<file path="src/rtl/uart_rx.sv">
// UART receiver: 8N1 frames on an idle-high line, mid-bit sampled by a clocks-per-bit counter.
// Received bytes sit in a valid/ready holding register; framing error and overrun are one-cycle pulses.
module uart_rx #(
    parameter int CLK_FREQ     = 50000000,
    parameter int BAUD_RATE    = 115200,
    parameter int CLKS_PER_BIT = CLK_FREQ / BAUD_RATE
) (
    input  logic       clk,
    input  logic       rst,
    input  logic       i_rx_d,
    input  logic       i_rx_ready,
    output logic [7:0] o_rx_d,
    output logic       o_rx_valid,
    output logic       o_frame_err,
    output logic       o_overrun,
    output logic       o_busy
);

    localparam int CNT_W = $clog2(CLKS_PER_BIT);
    localparam logic [CNT_W-1:0] CNT_LAST = CNT_W'(CLKS_PER_BIT - 1);
    localparam logic [CNT_W-1:0] CNT_HALF = CNT_W'(CLKS_PER_BIT / 2 - 1);

    typedef enum logic [1:0] {
        S_IDLE  = 2'd0,
        S_START = 2'd1,
        S_DATA  = 2'd2,
        S_STOP  = 2'd3
    } state_t;

    state_t           r_state;
    logic             r_sync1;
    logic             r_sync2;
    logic             r_rx_q;
    logic [CNT_W-1:0] r_cnt;
    logic [2:0]       r_bit_idx;
    logic [7:0]       r_sh;
    logic [7:0]       r_rx_d;
    logic             r_rx_valid;
    logic             r_frame_err;
    logic             r_overrun;
    logic             r_busy;

    state_t           w_state_nxt;
    logic [CNT_W-1:0] w_cnt_nxt;
    logic [2:0]       w_bit_idx_nxt;
    logic [7:0]       w_sh_nxt;
    logic             w_deliver;
    logic             w_frame_err;
    logic             w_fall;
    logic             w_rx_valid_nxt;
    logic             w_overrun;

    // Synchronizer registers reset low so a line held low across reset never looks like a start edge.
    assign w_fall = r_rx_q & ~r_sync2;

    // Next-state, counter and shift-register logic for the receive FSM.
    always_comb begin
        w_state_nxt   = r_state;
        w_cnt_nxt     = r_cnt;
        w_bit_idx_nxt = r_bit_idx;
        w_sh_nxt      = r_sh;
        w_deliver     = 1'b0;
        w_frame_err   = 1'b0;
        case (r_state)
            S_IDLE: begin
                if (w_fall) begin
                    w_state_nxt = S_START;
                    w_cnt_nxt   = '0;
                end else begin
                    w_state_nxt = S_IDLE;
                end
            end
            S_START: begin
                if (r_cnt == CNT_HALF) begin
                    w_cnt_nxt = '0;
                    if (r_sync2) begin
                        w_state_nxt = S_IDLE;
                    end else begin
                        w_state_nxt   = S_DATA;
                        w_bit_idx_nxt = 3'd0;
                    end
                end else begin
                    w_cnt_nxt = r_cnt + CNT_W'(1);
                end
            end
            S_DATA: begin
                if (r_cnt == CNT_LAST) begin
                    w_cnt_nxt = '0;
                    w_sh_nxt  = {r_sync2, r_sh[7:1]};
                    if (r_bit_idx == 3'd7) begin
                        w_state_nxt = S_STOP;
                    end else begin
                        w_bit_idx_nxt = r_bit_idx + 3'd1;
                    end
                end else begin
                    w_cnt_nxt = r_cnt + CNT_W'(1);
                end
            end
            S_STOP: begin
                if (r_cnt == CNT_LAST) begin
                    w_cnt_nxt   = '0;
                    w_state_nxt = S_IDLE;
                    if (r_sync2) begin
                        w_deliver = 1'b1;
                    end else begin
                        w_frame_err = 1'b1;
                    end
                end else begin
                    w_cnt_nxt = r_cnt + CNT_W'(1);
                end
            end
            default: begin
                w_state_nxt = S_IDLE;
                w_cnt_nxt   = '0;
            end
        endcase
    end

    // Holding register: a delivery wins over a same-cycle consume, and overwriting an unconsumed byte flags overrun.
    always_comb begin
        w_overrun = w_deliver & r_rx_valid & ~i_rx_ready;
        if (w_deliver) begin
            w_rx_valid_nxt = 1'b1;
        end else if (r_rx_valid && i_rx_ready) begin
            w_rx_valid_nxt = 1'b0;
        end else begin
            w_rx_valid_nxt = r_rx_valid;
        end
    end

    // State, datapath and registered outputs.
    always_ff @(posedge clk) begin
        if (rst) begin
            r_sync1     <= 1'b0;
            r_sync2     <= 1'b0;
            r_rx_q      <= 1'b0;
            r_state     <= S_IDLE;
            r_cnt       <= '0;
            r_bit_idx   <= 3'd0;
            r_sh        <= 8'h00;
            r_rx_d      <= 8'h00;
            r_rx_valid  <= 1'b0;
            r_frame_err <= 1'b0;
            r_overrun   <= 1'b0;
            r_busy      <= 1'b0;
        end else begin
            r_sync1     <= i_rx_d;
            r_sync2     <= r_sync1;
            r_rx_q      <= r_sync2;
            r_state     <= w_state_nxt;
            r_cnt       <= w_cnt_nxt;
            r_bit_idx   <= w_bit_idx_nxt;
            r_sh        <= w_sh_nxt;
            r_rx_d      <= w_deliver ? r_sh : r_rx_d;
            r_rx_valid  <= w_rx_valid_nxt;
            r_frame_err <= w_frame_err;
            r_overrun   <= w_overrun;
            r_busy      <= (w_state_nxt != S_IDLE);
        end
    end

    assign o_rx_d      = r_rx_d;
    assign o_rx_valid  = r_rx_valid;
    assign o_frame_err = r_frame_err;
    assign o_overrun   = r_overrun;
    assign o_busy      = r_busy;

endmodule

</file>
<file path="config.mk">
export PLATFORM = sky130hd
export DESIGN_NAME = uart_rx
export DESIGN_NICKNAME = d
export VERILOG_FILES = /design/src/rtl/uart_rx.sv
export SDC_FILE = /design/constraint.sdc
export NUM_CORES = 1
export LEC_CHECK = 0
export ABC_AREA = 1
export CAP_MARGIN = 20
export CORE_MARGIN = 1.5
export CORE_UTILIZATION = 60
export DETAILED_ROUTE_END_ITERATION = 6
export PLACE_DENSITY_LB_ADDON = 0.12
export SETUP_SLACK_MARGIN = 0.1
export SLEW_MARGIN = 30
export SYNTH_ARGS = -nofsm -noshare
export SYNTH_HDL_FRONTEND = slang
export SYNTH_SLANG_ARGS = --single-unit
</file>
<file path="constraint.sdc">
create_clock -name clk -period 2.7 [get_ports clk]
set_input_delay 0.54 -clock clk [delete_from_list [all_inputs] [get_ports clk]]
set_output_delay 0.54 -clock clk [all_outputs]
set_load 0.1 [all_outputs]
</file>
==> impl_metrics.tcl <==
set metrics [dict create \
    r2r_slack_ns 1.10 \
    hold_end "r_sync2" \
    r2r_end "r_bit_idx[0]" \
    dieArea_um2 3130 \
    drtIter0Drc 50 \
    outcome "completed" \
    synth_cell_types 25 \
    internal_power_uw 660 \
    syn_avg_cell_area_um2 7.51 \
    ant_nets 0 \
    cts-root-buf "clkbuf_4" \
    async_reset_ff_frac 0 \
    cts_tree "built" \
    yosysSeqAreaShare 0.440 \
    placementRows 19 \
    worstHoldPathType "flip-flop to flip-flop" \
    hold_violations 0 \
    synthTopCellsByArea "dfxtp_1, nand2_1, inv_1" \
    fin_util 0.686 \
    grt_max_degree 24 \
    diodes 0 \
    drv_slew 0 \
    initial_core_util 0.621 \
    yosysMostFrequentCell "nand2_1" \
    clock_sinks 37 \
    grt_pass1_wl_um 5330 \
    slowest_delay_ns 0.43 \
    startpoint_type "flip-flop" \
    post_cts_buffers 0 \
    gr-usage-all-layers 0.220 \
    hold_buffers 0 \
    antenna_found_initial 0 \
    switching_share 0.235 \
    hp-start "r_sync1" \
    seq_area_um2 741 \
    drt_wl_total_um 3140 \
    total_power_uw 864 \
    power_leakage_uw 0.000887 \
    setup_tns_ns 0 \
    switchingPower_uw 203 \
    synth_top_area_frac 0.440 \
    fill_cells 235 \
    io_pins 16 \
    final_layout_size_suffix_gt1_frac 0.140 \
    power_frac_seq 0.639 \
    core-area_um2 2710 \
    synth_top_flop_cell "dfxtp_1" \
    die_h_um 56.0 \
    setup_viol 0 \
    dpl.hpwl_um 2300 \
    clk_latency_ns 0.34 \
    multi_input_area_um2 769 \
    viasPerCell 5.15 \
    synth-edff-count 0 \
    cts_buffers 5 \
    clock_skew_ns 0.00501 \
    netlist_area_um2 1680 \
    ys_warn_count 0 \
    routedWlPerCell_um 11.5 \
    powerDensity_nw_per_um2 465 \
    syn_nets 233 \
    finalCritPeriodShare 0.594 \
    worstHoldPathCells 2 \
    final.min_clock_period_ns 1.60 \
    worst_r2r_path_depth 9 \
    cp_max_fo 12 \
    end_kind "flip-flop" \
    max_slew.worst_pin.slew_ns 0.522 \
    crit_type "flip-flop to flip-flop" \
    cts_resized 0 \
    comb_power_share 0.045 \
    overflow 0 \
    fmax_mhz 623 \
    dr.pass1.iters 4 \
    syn_to_final_growth_pct 10.4 \
    worst_ep_required_time_ns 2.99 \
    crit_top_cell "nor2_1" \
    place_congestion 0.888 \
    synth_seq_cells 37 \
    critical_path.slowest_cell "dfxtp_1" \
    grt_pass1_vias 1257 \
    crit-reg2reg-launch "r_cnt[0]" \
    ir_drop_uv 463 \
    setup_slack_ns 1.10 \
    arrival_ns 1.89 \
    maxCapViolCount 0 \
    htree_levels 2 \
    slew_headroom 0.651 \
    rsz0062_at_grt "no" \
    dp_worst_setup_slack_ns 0.735 \
    path_clk_slew_ns 0.11 \
    vias 1405 \
    yosys.area.top_type "dfxtp_1" \
    cts_max_path_buffers 2 \
    io_buffers 15 \
    die_x_um 56.0 \
    syn_inst 224 \
    cp_cell_sequence "ha_1, nand2_1, nor2_4, nand2_4, nor2_4, inv_2, nor2_1, nor2_1, nor2_1" \
    clkPwrFrac 0.317 \
    drc_errors 0 \
    nNetsFinal 251 \
    synth_common_cells "nand2_1, dfxtp_1, inv_1" \
]
power by group through the flow:
stage	logic [µW]	clock network, µW	registers (µW)
after floorplan	23.7	0	567
after global placement	37.9	0	564
after detailed placement	38.6	0	564
after CTS	38.8	282	552
after global routing	43.3	307	552
final	38.6	273	552
logic make-up after synthesis:
kind of cell / after synthesis / synth area share
simple gates: 97 / 0.284
compound gates: 45 / 0.136
buf+inv: 40 / 0.103
flops: 37 / 0.440
fa+ha+maj: 5 / 0.0372
cells in the final DEF (no fill, tap or decap), drive strengths merged, types with 2 or more instances in the layout:
cell type      count
o21ai             23
nand3              8
clkbuf             6
ha                 5
nand2             47
a21oi             20
clkdlybuf4s50      3
or2                2
nand4              5
clkinv             2
buf               13
nor2              32
inv               34
dfxtp             37
state kept, by name, indices dropped and copies added (netlist names):
| name | flops |
|---|---|
| o_rx_d | 8 |
| r_cnt | 9 |
| r_bit_idx | 3 |
| r_rx_q | 1 |
| r_sh | 8 |
| o_frame_err | 1 |
| r_sync2 | 1 |
| r_sync1 | 1 |
| o_rx_valid | 1 |
| r_state | 2 |
| o_overrun | 1 |
| o_busy | 1 |
metal layers:
layer | track usage | wire [µm]
met1 | 0.277 | 1500
met2 | 0.333 | 1440
met3 | 0.0605 | 133
met4 | 0.139 | 70
met5 | 0 | 0
final cells by class:
type                    instances  share of cell area
repair buffers                 16              0.0687
clock inverters                 1             0.00471
flip-flops and latches         37               0.399
inverters                      35              0.0707
well taps                      31              0.0209
multi-input cells             147               0.414
clock buffers                   6              0.0222
through the flow:
stage,area (µm²),std cells,hold WS (ns)
6_report,1860,273,0.416
5_1_grt,1860,273,0.447
4_1_cts,1860,273,0.420
3_5_place_dp,1810,266,0.403
3_3_place_gp,1810,266,0.394
2_1_floorplan,1680,224,0.388
how the worst max path moves through the flow:
stage               cells past startpoint  slack (ns)            to        from
floorplan                               0        1.23    o_rx_valid  o_rx_valid
global placement                        5        0.81     o_rx_d[3]         rst
detailed placement                      5        0.74     o_rx_d[3]         rst
CTS                                     9        1.09  r_bit_idx[0]    r_cnt[0]
global route                            9        0.91  r_bit_idx[0]    r_cnt[0]
finish                                  9        1.10  r_bit_idx[0]    r_cnt[0]
critical path, delay by kind of cell (launching register included):
kind	cells	cell delay, ns
and+or+nand+nor	7	0.82
DFF	1	0.43
buffers and inverters	1	0.12
adders and majority gates	1	0.17
(Power assumes the default switching activity.)
